[src/rtl/round_key_sequencer.sv]
// -----------------------------------------------------------------------------
// round_key_sequencer
//
// Steps the AES-256 round-key ROM address (selectKey) through the 15 round
// keys of one block operation and offers each key to the AddRoundKey datapath
// over a valid/ack handshake. Flags the first and last key, pulses done after
// the last key is consumed, supports abort, and records a sticky error when a
// start arrives while a sequence is already running.
//
// Handshake: while rk_valid=1, selectKey (and the combinational ROM data it
// addresses) is stable; a key is consumed on a rising edge where
// rk_valid=1 and rk_ack=1. rk_ack is ignored while rk_valid=0. There is no
// timeout: without rk_ack the current key is held indefinitely.
//
// Optional feature macro: ROUND_KEY_SEQ_DECRYPT_EN
//   defined   : decrypt is sampled on an accepted start; decrypt sequences
//               run NUM_ROUNDS down to 0.
//   undefined : decrypt is ignored and every sequence ascends 0..NUM_ROUNDS.
//
// Ports
//   clk         in   rising-edge clock
//   resetn      in   asynchronous active-low reset
//   start       in   request a new sequence (accepted only in IDLE)
//   decrypt     in   direction, sampled on accepted start
//   abort       in   cancel a sequence in ISSUE/DONE
//   rk_ack      in   datapath consumed the current key
//   selectKey   out  registered ROM key-select address
//   rk_valid    out  current key valid for the datapath
//   rk_first    out  current key is the first of the sequence
//   rk_last     out  current key is the last of the sequence
//   round_cnt   out  keys acknowledged in the current sequence
//   busy        out  not IDLE
//   done        out  one-cycle pulse after last key acknowledged
//   err         out  sticky start-while-busy flag
//   dbg_state_o out  current FSM state (IDLE=0, ISSUE=1, DONE=2)
// -----------------------------------------------------------------------------
module round_key_sequencer #(
  parameter int ADDR_WIDTH = 4,
  parameter int NUM_ROUNDS = 14
) (
  input  logic                  clk,
  input  logic                  resetn,
  input  logic                  start,
  input  logic                  decrypt,
  input  logic                  abort,
  input  logic                  rk_ack,
  output logic [ADDR_WIDTH-1:0] selectKey,
  output logic                  rk_valid,
  output logic                  rk_first,
  output logic                  rk_last,
  output logic [ADDR_WIDTH-1:0] round_cnt,
  output logic                  busy,
  output logic                  done,
  output logic                  err,
  output logic [1:0]            dbg_state_o
);

  typedef enum logic [1:0] {
    S_IDLE  = 2'd0,
    S_ISSUE = 2'd1,
    S_DONE  = 2'd2
  } state_t;

  localparam logic [ADDR_WIDTH-1:0] LAST_KEY = ADDR_WIDTH'(NUM_ROUNDS);
  localparam logic [ADDR_WIDTH-1:0] ONE      = ADDR_WIDTH'(1);
  localparam logic [ADDR_WIDTH-1:0] ZERO     = '0;

  state_t                state_q, state_d;
  logic [ADDR_WIDTH-1:0] sel_q, sel_d;
  logic [ADDR_WIDTH-1:0] cnt_q, cnt_d;
  logic                  err_q, err_d;

  // Output flags are registered from next-state values so they line up with
  // state_q/cnt_q without any input-to-output combinational path.
  logic                  valid_q, valid_d;
  logic                  first_q, first_d;
  logic                  last_q, last_d;
  logic                  busy_q, busy_d;
  logic                  done_q, done_d;

  // Next key address for an acknowledged, non-final key.
  logic [ADDR_WIDTH-1:0] sel_step;

`ifdef ROUND_KEY_SEQ_DECRYPT_EN
  logic dec_q, dec_d;

  always_ff @(posedge clk or negedge resetn) begin
    if (!resetn) begin
      dec_q <= 1'b0;
    end else begin
      dec_q <= dec_d;
    end
  end

  always_comb begin
    dec_d = dec_q;
    if (state_q == S_IDLE && start) begin
      dec_d = decrypt;
    end
  end

  // The final key never steps, so a descending run stops at 0 and an
  // ascending run stops at NUM_ROUNDS with no wrap.
  assign sel_step = dec_q ? (sel_q - ONE) : (sel_q + ONE);
`else
  logic unused_decrypt;
  assign unused_decrypt = decrypt;
  assign sel_step       = sel_q + ONE;
`endif

  // ---------------------------------------------------------------------------
  // State and datapath registers
  // ---------------------------------------------------------------------------
  always_ff @(posedge clk or negedge resetn) begin
    if (!resetn) begin
      state_q <= S_IDLE;
      sel_q   <= ZERO;
      cnt_q   <= ZERO;
      err_q   <= 1'b0;
      valid_q <= 1'b0;
      first_q <= 1'b0;
      last_q  <= 1'b0;
      busy_q  <= 1'b0;
      done_q  <= 1'b0;
    end else begin
      state_q <= state_d;
      sel_q   <= sel_d;
      cnt_q   <= cnt_d;
      err_q   <= err_d;
      valid_q <= valid_d;
      first_q <= first_d;
      last_q  <= last_d;
      busy_q  <= busy_d;
      done_q  <= done_d;
    end
  end

  // ---------------------------------------------------------------------------
  // Next-state logic. Priority: abort > rk_ack > start.
  // ---------------------------------------------------------------------------
  always_comb begin
    state_d = state_q;
    sel_d   = sel_q;
    cnt_d   = cnt_q;
    err_d   = err_q;

    case (state_q)
      S_IDLE: begin
        // abort has no meaning here; a simultaneous start is still accepted.
        if (start) begin
          state_d = S_ISSUE;
          cnt_d   = ZERO;
          err_d   = 1'b0;
`ifdef ROUND_KEY_SEQ_DECRYPT_EN
          sel_d   = decrypt ? LAST_KEY : ZERO;
`else
          sel_d   = ZERO;
`endif
        end
      end

      S_ISSUE: begin
        if (abort) begin
          state_d = S_IDLE;
          sel_d   = ZERO;
          cnt_d   = ZERO;
        end else if (rk_ack) begin
          // On the final key the count reaches NUM_ROUNDS+1 and the address
          // is left on the last key.
          cnt_d = cnt_q + ONE;
          if (cnt_q == LAST_KEY) begin
            state_d = S_DONE;
          end else begin
            sel_d = sel_step;
          end
        end
      end

      S_DONE: begin
        state_d = S_IDLE;
        if (abort) begin
          sel_d = ZERO;
          cnt_d = ZERO;
        end
      end

      default: begin
        state_d = S_IDLE;
        sel_d   = ZERO;
        cnt_d   = ZERO;
      end
    endcase

    // A start while busy is dropped but remembered.
    if (start && (state_q != S_IDLE)) begin
      err_d = 1'b1;
    end
  end

  // ---------------------------------------------------------------------------
  // Registered output flags derived from the upcoming state.
  // ---------------------------------------------------------------------------
  always_comb begin
    valid_d = (state_d == S_ISSUE);
    first_d = (state_d == S_ISSUE) && (cnt_d == ZERO);
    last_d  = (state_d == S_ISSUE) && (cnt_d == LAST_KEY);
    busy_d  = (state_d != S_IDLE);
    done_d  = (state_d == S_DONE);
  end

  assign selectKey   = sel_q;
  assign round_cnt   = cnt_q;
  assign rk_valid    = valid_q;
  assign rk_first    = first_q;
  assign rk_last     = last_q;
  assign busy        = busy_q;
  assign done        = done_q;
  assign err         = err_q;
  assign dbg_state_o = state_q;

endmodule

[config.mk]
export PLATFORM = sky130hd
export DESIGN_NAME = round_key_sequencer
export DESIGN_NICKNAME = d
export VERILOG_FILES = /design/src/rtl/round_key_sequencer.sv
export SDC_FILE = /design/constraint.sdc
export NUM_CORES = 1
export LEC_CHECK = 0
export BUFFER_PORTS_ARGS = -buffer_cell sky130_fd_sc_hd__buf_2
export CELL_PAD_IN_SITES_DETAIL_PLACEMENT = 0
export CELL_PAD_IN_SITES_GLOBAL_PLACEMENT = 2
export CORE_UTILIZATION = 30
export DETAILED_ROUTE_END_ITERATION = 7
export MAX_ROUTING_LAYER = met4
export PLACE_DENSITY_LB_ADDON = 0.1
export SYNTH_ARGS = -nofsm -noshare
export SYNTH_HDL_FRONTEND = slang
export SYNTH_SLANG_ARGS = --single-unit
[constraint.sdc]
create_clock -name clk -period 2.2 [get_ports clk]
set_input_delay 0.44 -clock clk [delete_from_list [all_inputs] [get_ports clk]]
set_output_delay 0.44 -clock clk [all_outputs]
set_load 0.01 [all_outputs]
==> metrics.csv, run 1 <==
stage,metric,value,unit
run_status,status,finished clean,
routing,Pre-Repair DR Iteration Count,4,
clocking,worst skew pair latency,290,ps
yosys,"Top FF cell, synth",dfrtp_1,
power,Logic pwr share,17.8,%
yosys,Syn Area/Cell,10.77,µm²
clocking,CTS H-tree depth,1,
routing,vias per inst,5.073,
sta,Hold WS,45.07,ps
yosys,"FFs w/ async S/R, synth",100.0,%
power,Sw Ratio,28.90,%
clocking,CTS hold repair buffers,0,
critical_path,worst r2r src,dbg_state_o[1]$_DFF_PN0_,
sta,Max-slew headroom,75.50,%
finish,nets,104,
clocking,Root Buffer,clkbuf_4,
power,static leakage,0.0004743,µW
critical_path,Worst Setup Start Kind,register,
yosys,Ys Warns,0,
routing,Starting DRT DRC Count,12,
finish,area delta synth->final,21.29,%
placement,detailed placement HPWL,1184,µm
die,io pins,22,
critical_path,kind of critical path,register to register,
global_routing,GRT Total Usage,14.61,%
power,cell internal pwr,465.7,µW
clocking,total setup buffers inserted after CTS,0,
clocking,Worst-path clk slew,100,ps
power,VDD IR max,0.3527,mV
yosys,synth top area cells,"dfrtp_1 52%, ha_1 4.8%, nor2_1 2.9%",
die,die width,52.85,µm
yosys,Cells after Synth,72,
power,part of the power in registers,51.2,%
routing,DRT Wirelength,1682,µm
job,max_cap viols,0,
routing,Via Count,629,
critical_path,worst-path maximum fanout,11,
sta,final hold violation count,0,
routing,Remaining DRCs,0,
power,PwrDens,696.1,nW/µm²
power,Clock Power Share,31.0,%
sta,final setup TNS,0,ps
global_routing,first-pass GRT wire length,2739,µm
sta,clk_skew,3.204,ps
yosys,Netlist cell types,34,
finish,ratio of cells with drive above 1 in the final layout,30.85,%
global_routing,gr ovfl total,0,
power,net switching power,189.3,µW
clocking,CTS resizes,0,
critical_path,R2R cell count,4,
critical_path,Reg-to-Reg End,rk_last$_DFF_PN0_,
sta,Final min period,1714,ps
sta,Fmax achieved,583.3,MHz
critical_path,crit path DAT,1950,ps
die,initial core utilization,31.60,%
yosys,#FFs+latches synth,16,
sta,Final Cycle Share,77.93,%
die,Die Ht,52.85,µm
yosys,Post-Syn Area,775.7,µm²
yosys,"Seq/Total Area, Yosys",51.61,%
placement,IO Port Bufs,20,
yosys,Yosys top cell area share,51.61,%
die,Placement Rows,18,
clocking,CTS tree,done,
yosys,Yosys top cell by area,dfrtp_1,
critical_path,critical path data required time,2440,ps
global_routing,vias in the first global route,578,
global_routing,largest net degree at the start of global routing,17,
hold_path,Hold Path Class,input pin to async pin,
sta,pins over their slew limit,0,
clocking,clk sink count,16,
die,core area,2455,µm²
die,Die ar.,2793,µm²
yosys,"count leader, synth",dfrtp_1,
yosys,Post-synth EDFFs,0,
yosys,"top cells by count, synth","16 x dfrtp_1, 6 x nor2_1",
sta,slew of the pin with the lowest slew margin,367.5,ps
global_routing,initial antenna violation count,0,
sta,RSZ-0062 raised after global routing,false,
critical_path,Worst R2R Setup Slack,490,ps
routing,"antenna viol nets, final",0,
placement,GPL Wtd Cong,0.6730,
routing,routed len/inst,13.56,µm
yosys,syn_nets,81,
sta,final setup vio count,0,
finish,diode count,0,
clocking,Clock Path Buffers,2,
clocking,TritonCTS buffer count,3,
critical_path,Crit. End Element,register,
-- stage by stage --
| step | instances | setup WS (ps) | total power, µW | util [%] | cell area [µm²] |
|---|---|---|---|---|---|
| 2_1_floorplan | 72 | 576.7 | 409.2 | - | 775.7 |
| 3_3_place_gp | 120 | 461.0 | 459.8 | 36.85 | 904.6 |
| 3_5_place_dp | 120 | 471.8 | 459.1 | 36.85 | 904.6 |
| 4_1_cts | 124 | 475.0 | 659.3 | 38.33 | 940.9 |
| 5_1_grt | 124 | 353.7 | 694.3 | 38.33 | 940.9 |
| 6_report | 124 | 485.5 | 654.9 | 38.33 | 940.9 |
-- state kept, by name, summed over array words and instances, names as in the netlist --
signal / count
selectKey: 4
err: 1
done: 1
busy: 1
dbg_state_o: 2
rk_last: 1
round_cnt: 4
rk_first: 1
rk_valid: 1
-- worst max-delay path, stage by stage (launching register included) --
cell and delay (ps):
dfrtp_1 510, or3b_1 560, o22ai_1 210, a32o_1 200, and4b_1 190
-- worst max-delay path by stage --
stage / start / to / cells past startpoint
floorplan: dbg_state_o[1]$_DFF_PN0_ / rk_last$_DFF_PN0_ / 6
global placement: abort / rk_last$_DFF_PN0_ / 5
detailed placement: abort / rk_last$_DFF_PN0_ / 5
CTS: dbg_state_o[1]$_DFF_PN0_ / rk_last$_DFF_PN0_ / 4
global route: dbg_state_o[1]$_DFF_PN0_ / rk_last$_DFF_PN0_ / 4
finish: dbg_state_o[1]$_DFF_PN0_ / rk_last$_DFF_PN0_ / 4
-- kinds of logic (layout without fill, tap and decap cells) --
family	Yosys count	in the layout	synth area share [%]
buf+inv	6	28	3.548
mux	1	1	1.452
simple gates	25	25	18.87
flops	16	16	51.61
fa+ha+maj	3	3	4.839
xor+xnor	2	2	2.258
compound gates	19	19	17.42
-- layer usage --
layer	global-route usage [%]	vias up	routed length, µm
met5	-	-	0
met4	7.895	0	10
met3	2.874	2	79
met2	20.04	14	771
met1	20.00	303	820
li1	-	310	-
-- area by class of cell --
type                    instances  area [µm²]
clock buffers                   4       36.28
fillers                       252        1514
inverters                       3       11.26
well taps                      30       37.54
flip-flops and latches         16       400.4
multi-input cells              50       347.8
repair buffers                 21       107.6
-- power by group through the flow --
stage / combinational [µW] / clock [µW] / sequential [µW]
5_1_grt: 132 / 223 / 338
2_1_floorplan: 58.9 / 0 / 350
4_1_cts: 119 / 205 / 335
3_5_place_dp: 118 / 0 / 341
3_3_place_gp: 119 / 0 / 341
6_report: 117 / 203 / 335
-- cells in the final DEF, fill, tap and decap left out, types with 3 or more instances in the layout --
| master | count |
|---|---|
| clkbuf_4 | 3 |
| buf_2 | 20 |
| ha_1 | 3 |
| nor2_1 | 6 |
| o21ai_1 | 3 |
| a21oi_1 | 3 |
| inv_1 | 3 |
| dfrtp_1 | 16 |
(Power assumes the default switching activity.)
==> inputs of run 2 (changes only) <==
ABC_AREA = 1   (was default)
CORE_UTILIZATION = 28   (was 30)
clock period = 1.8 ns   (was 2.2 ns; I/O delays follow)
==> run 2 against run 1 <==
Against the previous run: fmax increased by 21%; sequential share of layout area decreased by 1.9 points; first-iteration DRC count increased by 50%; worst hold slack improved by 270 ps; largest cell class unchanged; global-route usage decreased by 1.5 points; critical path type unchanged; sequential cell count unchanged.
==> metrics.csv, run 2 <==
stage,metric,value,unit,change
yosys,Yosys top cell by area,dfrtp_1,,unchanged
power,Clock Power Share,25.0,%,was 31.0%
sta,slew of the pin with the lowest slew margin,387.8,ps,was 367.5 ps
sta,Final Cycle Share,78.59,%,was 77.93%
yosys,#FFs+latches synth,16,,unchanged
clocking,CTS H-tree depth,1,,unchanged
routing,"antenna viol nets, final",0,,unchanged
sta,final setup TNS,0,ps,unchanged
power,part of the power in registers,55.0,%,was 51.2%
clocking,total setup buffers inserted after CTS,0,,unchanged
clocking,Root Buffer,clkbuf_4,,unchanged
critical_path,critical path data required time,2020,ps,was 2440 ps
critical_path,Crit. End Element,register,,unchanged
sta,final setup vio count,0,,unchanged
critical_path,R2R cell count,10,,was 4
placement,IO Port Bufs,20,,unchanged
sta,final hold violation count,0,,unchanged
power,VDD IR max,0.3484,mV,was 0.3527 mV
finish,area delta synth->final,21.04,%,was 21.29%
power,Logic pwr share,20.0,%,was 17.8%
routing,vias per inst,4.513,,was 5.073
global_routing,initial antenna violation count,0,,unchanged
finish,nets,134,,was 104
die,die width,55.94,µm,was 52.85 µm
routing,routed len/inst,11.72,µm,was 13.56 µm
yosys,adder and majority cell fraction of the synthesized area,4.608,%,was 4.839%
global_routing,vias in the first global route,637,,was 578
finish,diode count,0,,unchanged
yosys,"Top FF cell, synth",dfrtp_1,,unchanged
sta,RSZ-0062 raised after global routing,false,,unchanged
sta,clk_skew,6.758,ps,was 3.204 ps
job,max_cap viols,0,,unchanged
routing,Starting DRT DRC Count,18,,was 12
yosys,Cells after Synth,99,,was 72
yosys,Synth Area in XOR/XNOR,1.075,%,was 2.258%
yosys,Ys Warns,0,,unchanged
yosys,Syn Area/Cell,8.228,µm²,was 10.77 µm²
hold_path,Hold Path Class,input pin to register,,was input pin to async pin
yosys,largest family of logic cells by synthesized area,simple AND/OR/NAND/NOR gates,,unchanged
sta,Fmax achieved,706.9,MHz,was 583.3 MHz
clocking,TritonCTS buffer count,3,,unchanged
routing,Remaining DRCs,0,,unchanged
clocking,Clock Path Buffers,2,,unchanged
routing,Via Count,695,,was 629
die,Die ar.,3129,µm²,was 2793 µm²
power,net switching power,230.7,µW,was 189.3 µW
die,Placement Rows,19,,was 18
yosys,syn_nets,108,,was 81
die,initial core utilization,29.54,%,was 31.60%
die,io pins,22,,unchanged
yosys,"top cells by count, synth","28 x nand2_1, 16 x dfrtp_1, 12 x inv_1",,"was 16 x dfrtp_1, 6 x nor2_1"
yosys,synth top area cells,"dfrtp_1 49%, nand2_1 13%, nand3_1 5.5%",,"was dfrtp_1 52%, ha_1 4.8%, nor2_1 2.9%"
yosys,Yosys top cell area share,49.16,%,was 51.61%
critical_path,Worst Setup Start Kind,register,,unchanged
global_routing,largest net degree at the start of global routing,17,,unchanged
yosys,Post-synth EDFFs,0,,unchanged
critical_path,crit path DAT,1630,ps,was 1950 ps
power,cell internal pwr,518.6,µW,was 465.7 µW
power,PwrDens,760.1,nW/µm²,was 696.1 nW/µm²
finish,most frequent cells in the layout,"28 x nand2_1, 20 x buf_2, 16 x dfrtp_1",,"was 20 x buf_2, 16 x dfrtp_1, 6 x nor2_1"
clocking,CTS tree,done,,unchanged
die,Die Ht,55.94,µm,was 52.85 µm
hold_path,Hold Path Cell Cnt,2,,
yosys,"Seq/Total Area, Yosys",49.16,%,was 51.61%
global_routing,first-pass GRT wire length,3084,µm,was 2739 µm
power,static leakage,0.0005647,µW,was 0.0004743 µW
clocking,clk sink count,16,,unchanged
routing,DRT Wirelength,1805,µm,was 1682 µm
global_routing,gr ovfl total,0,,unchanged
finish,"most common cell after layout, fill and taps aside",nand2_1,,was buf_2
yosys,"FFs w/ async S/R, synth",100.0,%,unchanged
run_status,status,finished clean,,unchanged
clocking,CTS resizes,0,,unchanged
clocking,Worst-path clk slew,100,ps,about the same
clocking,worst skew pair latency,280,ps,was 290 ps
yosys,Compound-Gate Fraction of Synth Area,4.301,%,was 17.42%
finish,ratio of cells with drive above 1 in the final layout,29.27,%,was 30.85%
critical_path,kind of critical path,register to register,,unchanged
yosys,Netlist cell types,16,,was 34
placement,GPL Wtd Cong,0.7401,,was 0.6730
power,Sw Ratio,30.79,%,was 28.90%
power,total chip power,749.4,µW,was 654.9 µW
routing,Pre-Repair DR Iteration Count,4,,unchanged
yosys,simple-gate share of the synthesized area,34.87,%,was 18.87%
placement,detailed placement HPWL,1396,µm,was 1184 µm
yosys,mux cell area share after synthesis,0,%,was 1.452%
sta,pins over their slew limit,0,,unchanged
yosys,"count leader, synth",nand2_1,,was dfrtp_1
sta,Max-slew headroom,74.15,%,was 75.50%
yosys,Post-Syn Area,814.5,µm²,was 775.7 µm²
finish,filler instances,316,,was 252
critical_path,worst-path maximum fanout,5,,was 11
sta,Final min period,1415,ps,was 1714 ps
global_routing,GRT Total Usage,13.13,%,was 14.61%
die,core area,2758,µm²,was 2455 µm²
## run 2: changes by cell type after synthesis, moves of 3 or more
cell | previous run | this run
inv_1 | 3 | 12
a21oi_1 | 3 | 0
nand2_2 | 0 | 6
nand2_1 | 2 | 28
nor2_2 | 0 | 3
nand3_1 | 2 | 9
nand4_1 | 1 | 4
## run 2: cell type report
type	count	area, µm²	share of cell area [%]
multi-input combinational	70	365.4	37.06
tap	31	38.79	3.934
clock buffer	3	22.52	2.284
timing repair buffer	21	110.1	11.17
sequential	16	400.4	40.61
inverter	13	48.80	4.949
## run 2: path summary, 6_finish.rpt
path                                         from                       end  slack (ps)
max reg2reg                round_cnt[0]$_DFF_PN0_        rk_first$_DFF_PN0_         390
min                                         start           err$_DFFE_PN0P_         320
min reg2reg                       err$_DFFE_PN0P_           err$_DFFE_PN0P_         490
max in group asynchronous                  resetn         rk_last$_DFF_PN0_         990
min in group asynchronous                  resetn  selectKey[2]$_DFFE_PN0P_         520
max                        round_cnt[0]$_DFF_PN0_        rk_first$_DFF_PN0_         390
## run 2: cell families after synthesis
family | after synthesis
and+or+nand+nor | 60
DFF | 16
buffers and inverters | 13
AOI/OAI and AO/OA | 6
adders and majority gates | 3
xor gates and xnor gates | 1
## run 2: critical path, stage by stage, from the launching register on
cell and delay (ps):
dfrtp_1 430, inv_1 90, ha_1 280, inv_1 30, nand2_1 40, nand2_1 50
nand2_1 70, nand3_1 110, nor2_1 120, nand2_1 50, nor2_1 70
## run 2: repair_timing
action,in CTS,in global routing
setup endpoints to repair,0,0
hold buffers,1,0
hold endpoints to repair,16,0
## run 2: metrics by stage
step	setup slack (ps)	utilization [%]	instances	area, µm²	hold WS [ps]
finish	385.3	35.75	154	985.9	317.1
global route	222.3	35.75	154	985.9	321.5
global placement	280.8	34.57	150	953.4	300.3
CTS	376.3	35.75	154	985.9	313.0
floorplan	499.3	-	99	814.5	64.41
detailed placement	278.9	34.57	150	953.4	314.3
## run 2: per-layer routing
layer | track usage, % | routed length [µm] | vias to the layer above
met2 | 16.87 | 722 | 12
li1 | - | - | 361
met3 | 3.023 | 58 | 2
met4 | 5.226 | 16 | 0
met1 | 19.70 | 1007 | 320
met5 | - | 0 | -
## run 2: power by group through the flow
| stage | logic [µW] | clock network [µW] | registers (µW) |
|---|---|---|---|
| floorplan | 77.7 | 0 | 429 |
| global placement | 151 | 0 | 419 |
| detailed placement | 153 | 0 | 419 |
| CTS | 155 | 199 | 412 |
| global route | 171 | 216 | 416 |
| finish | 150 | 188 | 412 |
==> inputs of run 3 (changes only) <==
ABC_AREA = 0   (was 1)
CORE_UTILIZATION = 27   (was 28)
clock period = 1.2 ns   (was 1.8 ns; I/O delays follow)
==> run 3 against run 2 <==
Against the previous run: the run now ends with negative setup slack left; register-to-register slack got worse by 670 ps; critical path depth fell by 6; largest power group unchanged; sequential power rose by 49%; global-route usage rose by 2.6 points; die area fell by 1.2%; non-clock buffer count rose by 25; highest routed layer unchanged; worst setup slack got worse by 670 ps; clock-buffer cell count rose by 1; final cell count fell by 2.6%.
==> metrics.csv, run 3 (synthesized netlist as in run 1, its figures left out) <==
stage,metric,value,unit,change
hold_path,Hold Path Class,input pin to register,,unchanged
power,PwrDens,1064,nW/µm²,was 760.1 nW/µm²
critical_path,critical path data required time,1440,ps,was 2020 ps
die,Die ar.,3091,µm²,was 3129 µm²
routing,Pre-Repair DR Iteration Count,3,,was 4
finish,filler instances,261,,was 316
finish,most frequent cells in the layout,"20 x buf_4, 16 x buf_2, 12 x dfrtp_1",,"was 28 x nand2_1, 20 x buf_2, 16 x dfrtp_1"
die,die width,55.60,µm,was 55.94 µm
hold_path,Hold Startpoint,start,,unchanged
sta,Final Cycle Share,123.8,%,was 78.59%
hold_path,Hold Path End,err$_DFFE_PN0P_,,unchanged
routing,DRT Wirelength,2056,µm,was 1805 µm
die,Die Ht,55.60,µm,was 55.94 µm
clocking,clk sink count,16,,unchanged
sta,RSZ-0062 raised after global routing,true,,was false
clocking,CTS tree,done,,unchanged
critical_path,critical-path cell list,or3b_4 -> o22ai_2 -> a32o_2 -> and4b_1,,was inv_1 -> ha_1 -> inv_1 -> nand2_1 -> nand2_1 -> nand2_1 -> nand3_1 -> nor2_1 -> nand2_1 -> nor2_1
critical_path,slowest CP cell,dfrtp_2,,was dfrtp_1
placement,DP Worst Slack,-376.5,ps,was 278.9 ps
sta,Max-slew headroom,74.72,%,was 74.15%
critical_path,worst r2r src,dbg_state_o[1]$_DFF_PN0_,,was round_cnt[0]$_DFF_PN0_
power,net switching power,390.1,µW,was 230.7 µW
critical_path,"Buf+Inv Stages, Crit Path",0,,was 2
finish,area delta synth->final,64.68,%,was 21.04%
clocking,Clock Path Buffers,2,,unchanged
critical_path,crit-path max cell delay,460,ps,was 430 ps
hold_path,Hold Path Cell Cnt,3,,was 2
clocking,TritonCTS buffer count,3,,unchanged
critical_path,worst-path maximum fanout,5,,unchanged
die,Placement Rows,19,,unchanged
critical_path,Reg-to-Reg End,rk_last$_DFF_PN0_,,was rk_first$_DFF_PN0_
routing,Remaining DRCs,0,,unchanged
critical_path,crit path DAT,1720,ps,was 1630 ps
global_routing,largest net degree at the start of global routing,17,,unchanged
critical_path,Crit path max-delay family,simple AND/OR/NAND/NOR gates,,unchanged
sta,clk_skew,6.081,ps,was 6.758 ps
finish,diode count,0,,unchanged
power,Sw Ratio,28.70,%,was 30.79%
critical_path,Crit. End Element,register,,unchanged
placement,Placement Cell Area,1076,µm²,was 953.4 µm²
critical_path,Worst Setup Start Kind,register,,unchanged
power,Clock Power Share,27.2,%,was 25.0%
clocking,Worst-path clk slew,100,ps,about the same
sta,slew of the pin with the lowest slew margin,379.2,ps,was 387.8 ps
routing,vias per inst,4.927,,was 4.513
power,Logic pwr share,27.7,%,was 20.0%
run_status,failing checks,negative setup slack,,
sta,Fmax achieved,673.1,MHz,was 706.9 MHz
routing,Via Count,739,,was 695
clocking,worst skew pair latency,290,ps,was 280 ps
global_routing,first-pass GRT wire length,3560,µm,was 3084 µm
global_routing,vias in the first global route,778,,was 637
finish,ratio of cells with drive above 1 in the final layout,60.50,%,was 29.27%
run_status,status,"complete, but fails checks",,was finished clean
finish,"most common cell after layout, fill and taps aside",buf_4,,was nand2_1
clocking,Root Buffer,clkbuf_4,,unchanged
critical_path,kind of critical path,register to register,,unchanged
power,static leakage,0.0006257,µW,was 0.0005647 µW
global_routing,GRT Total Usage,15.73,%,was 13.13%
sta,post-route setup slack,-285.7,ps,was 385.3 ps
critical_path,Worst R2R Setup Slack,-290,ps,was 390 ps
power,VDD IR max,0.6329,mV,was 0.3484 mV
die,initial core utilization,28.38,%,was 29.54%
power,part of the power in registers,45.1,%,was 55.0%
job,max_cap viols,0,,unchanged
placement,IO Port Bufs,20,,unchanged
sta,final hold violation count,0,,unchanged
sta,final setup vio count,19,,was 0
sta,pins over their slew limit,0,,unchanged
placement,detailed placement HPWL,1473,µm,was 1396 µm
sta,Final min period,1486,ps,was 1415 ps
routing,"antenna viol nets, final",0,,unchanged
clocking,CTS H-tree depth,1,,unchanged
die,core area,2734,µm²,was 2758 µm²
placement,GPL Wtd Cong,0.8180,,was 0.7401
routing,routed len/inst,13.71,µm,was 11.72 µm
finish,final instance area,1277,µm²,was 985.9 µm²
global_routing,gr ovfl total,0,,unchanged
global_routing,initial antenna violation count,0,,unchanged
critical_path,R2R cell count,4,,was 10
power,cell internal pwr,969.3,µW,was 518.6 µW
routing,Starting DRT DRC Count,6,,was 18
finish,nets,129,,was 134
die,io pins,22,,unchanged
[run 3: metrics by stage]
stage	setup TNS, ps	total power, µW	instances	hold slack (ps)	utilization (%)
6_report	-2008	1359	150	326.8	46.73
5_1_grt	-3085	1434	150	350.8	46.73
4_1_cts	-2126	1371	150	321.7	46.13
3_5_place_dp	-2848	921.4	142	188.6	39.36
3_3_place_gp	-2430	919.4	142	181.5	39.36
2_1_floorplan	-2238	759.4	72	-55.59	-
[run 3: power groups by stage]
stage,clock network (µW),registers (µW),logic (µW)
3_3_place_gp,0,618,301
6_report,369,613,377
2_1_floorplan,0,643,116
4_1_cts,385,611,375
3_5_place_dp,0,620,301
5_1_grt,401,620,413
[run 3: worst register-to-register path: stages (launching register included)]
cell	delay, ps
dfrtp_2	460
or3b_4	430
o22ai_2	170
a32o_2	170
and4b_1	200
[run 3: worst max-delay path by stage]
stage               slack (ps)                  endpoint                      from  cells after the start
floorplan                 -360         rk_last$_DFF_PN0_  dbg_state_o[1]$_DFF_PN0_                      6
global placement          -350         rk_last$_DFF_PN0_  dbg_state_o[1]$_DFF_PN0_                      3
detailed placement        -380  selectKey[3]$_DFFE_PN0P_    round_cnt[0]$_DFF_PN0_                      6
CTS                       -280         rk_last$_DFF_PN0_  dbg_state_o[1]$_DFF_PN0_                      3
global route              -360         rk_last$_DFF_PN0_  dbg_state_o[1]$_DFF_PN0_                      3
finish                    -290         rk_last$_DFF_PN0_  dbg_state_o[1]$_DFF_PN0_                      4
[run 3: what timing repair did]
action | 4_1_cts | 5_1_grt
pin swaps | 7 | 6
hold endpoints to repair | 16 | 0
hold buffers | 1 | 0
gates resized for setup | 26 | 7
endpoints found under the setup margin | 19 | 21
setup buffers | 5 | 1
[run 3: final cells by class]
class | count | area (µm²) | area share [%]
Multi-Input combinational cell | 50 | 444.2 | 34.77
Sequential cell | 16 | 405.4 | 31.73
Timing Repair Buffer | 46 | 341.6 | 26.74
Tap cell | 31 | 38.79 | 3.036
Clock buffer | 4 | 36.28 | 2.840
Inverter | 3 | 11.26 | 0.8815
[run 3: per-layer routing]
metal | vias up | global-route usage, % | wire (µm)
met2 | 20 | 25.13 | 981
met1 | 351 | 17.51 | 895
met4 | 0 | 10.00 | 71
li1 | 359 | - | -
met3 | 9 | 3.953 | 107
met5 | - | - | 0
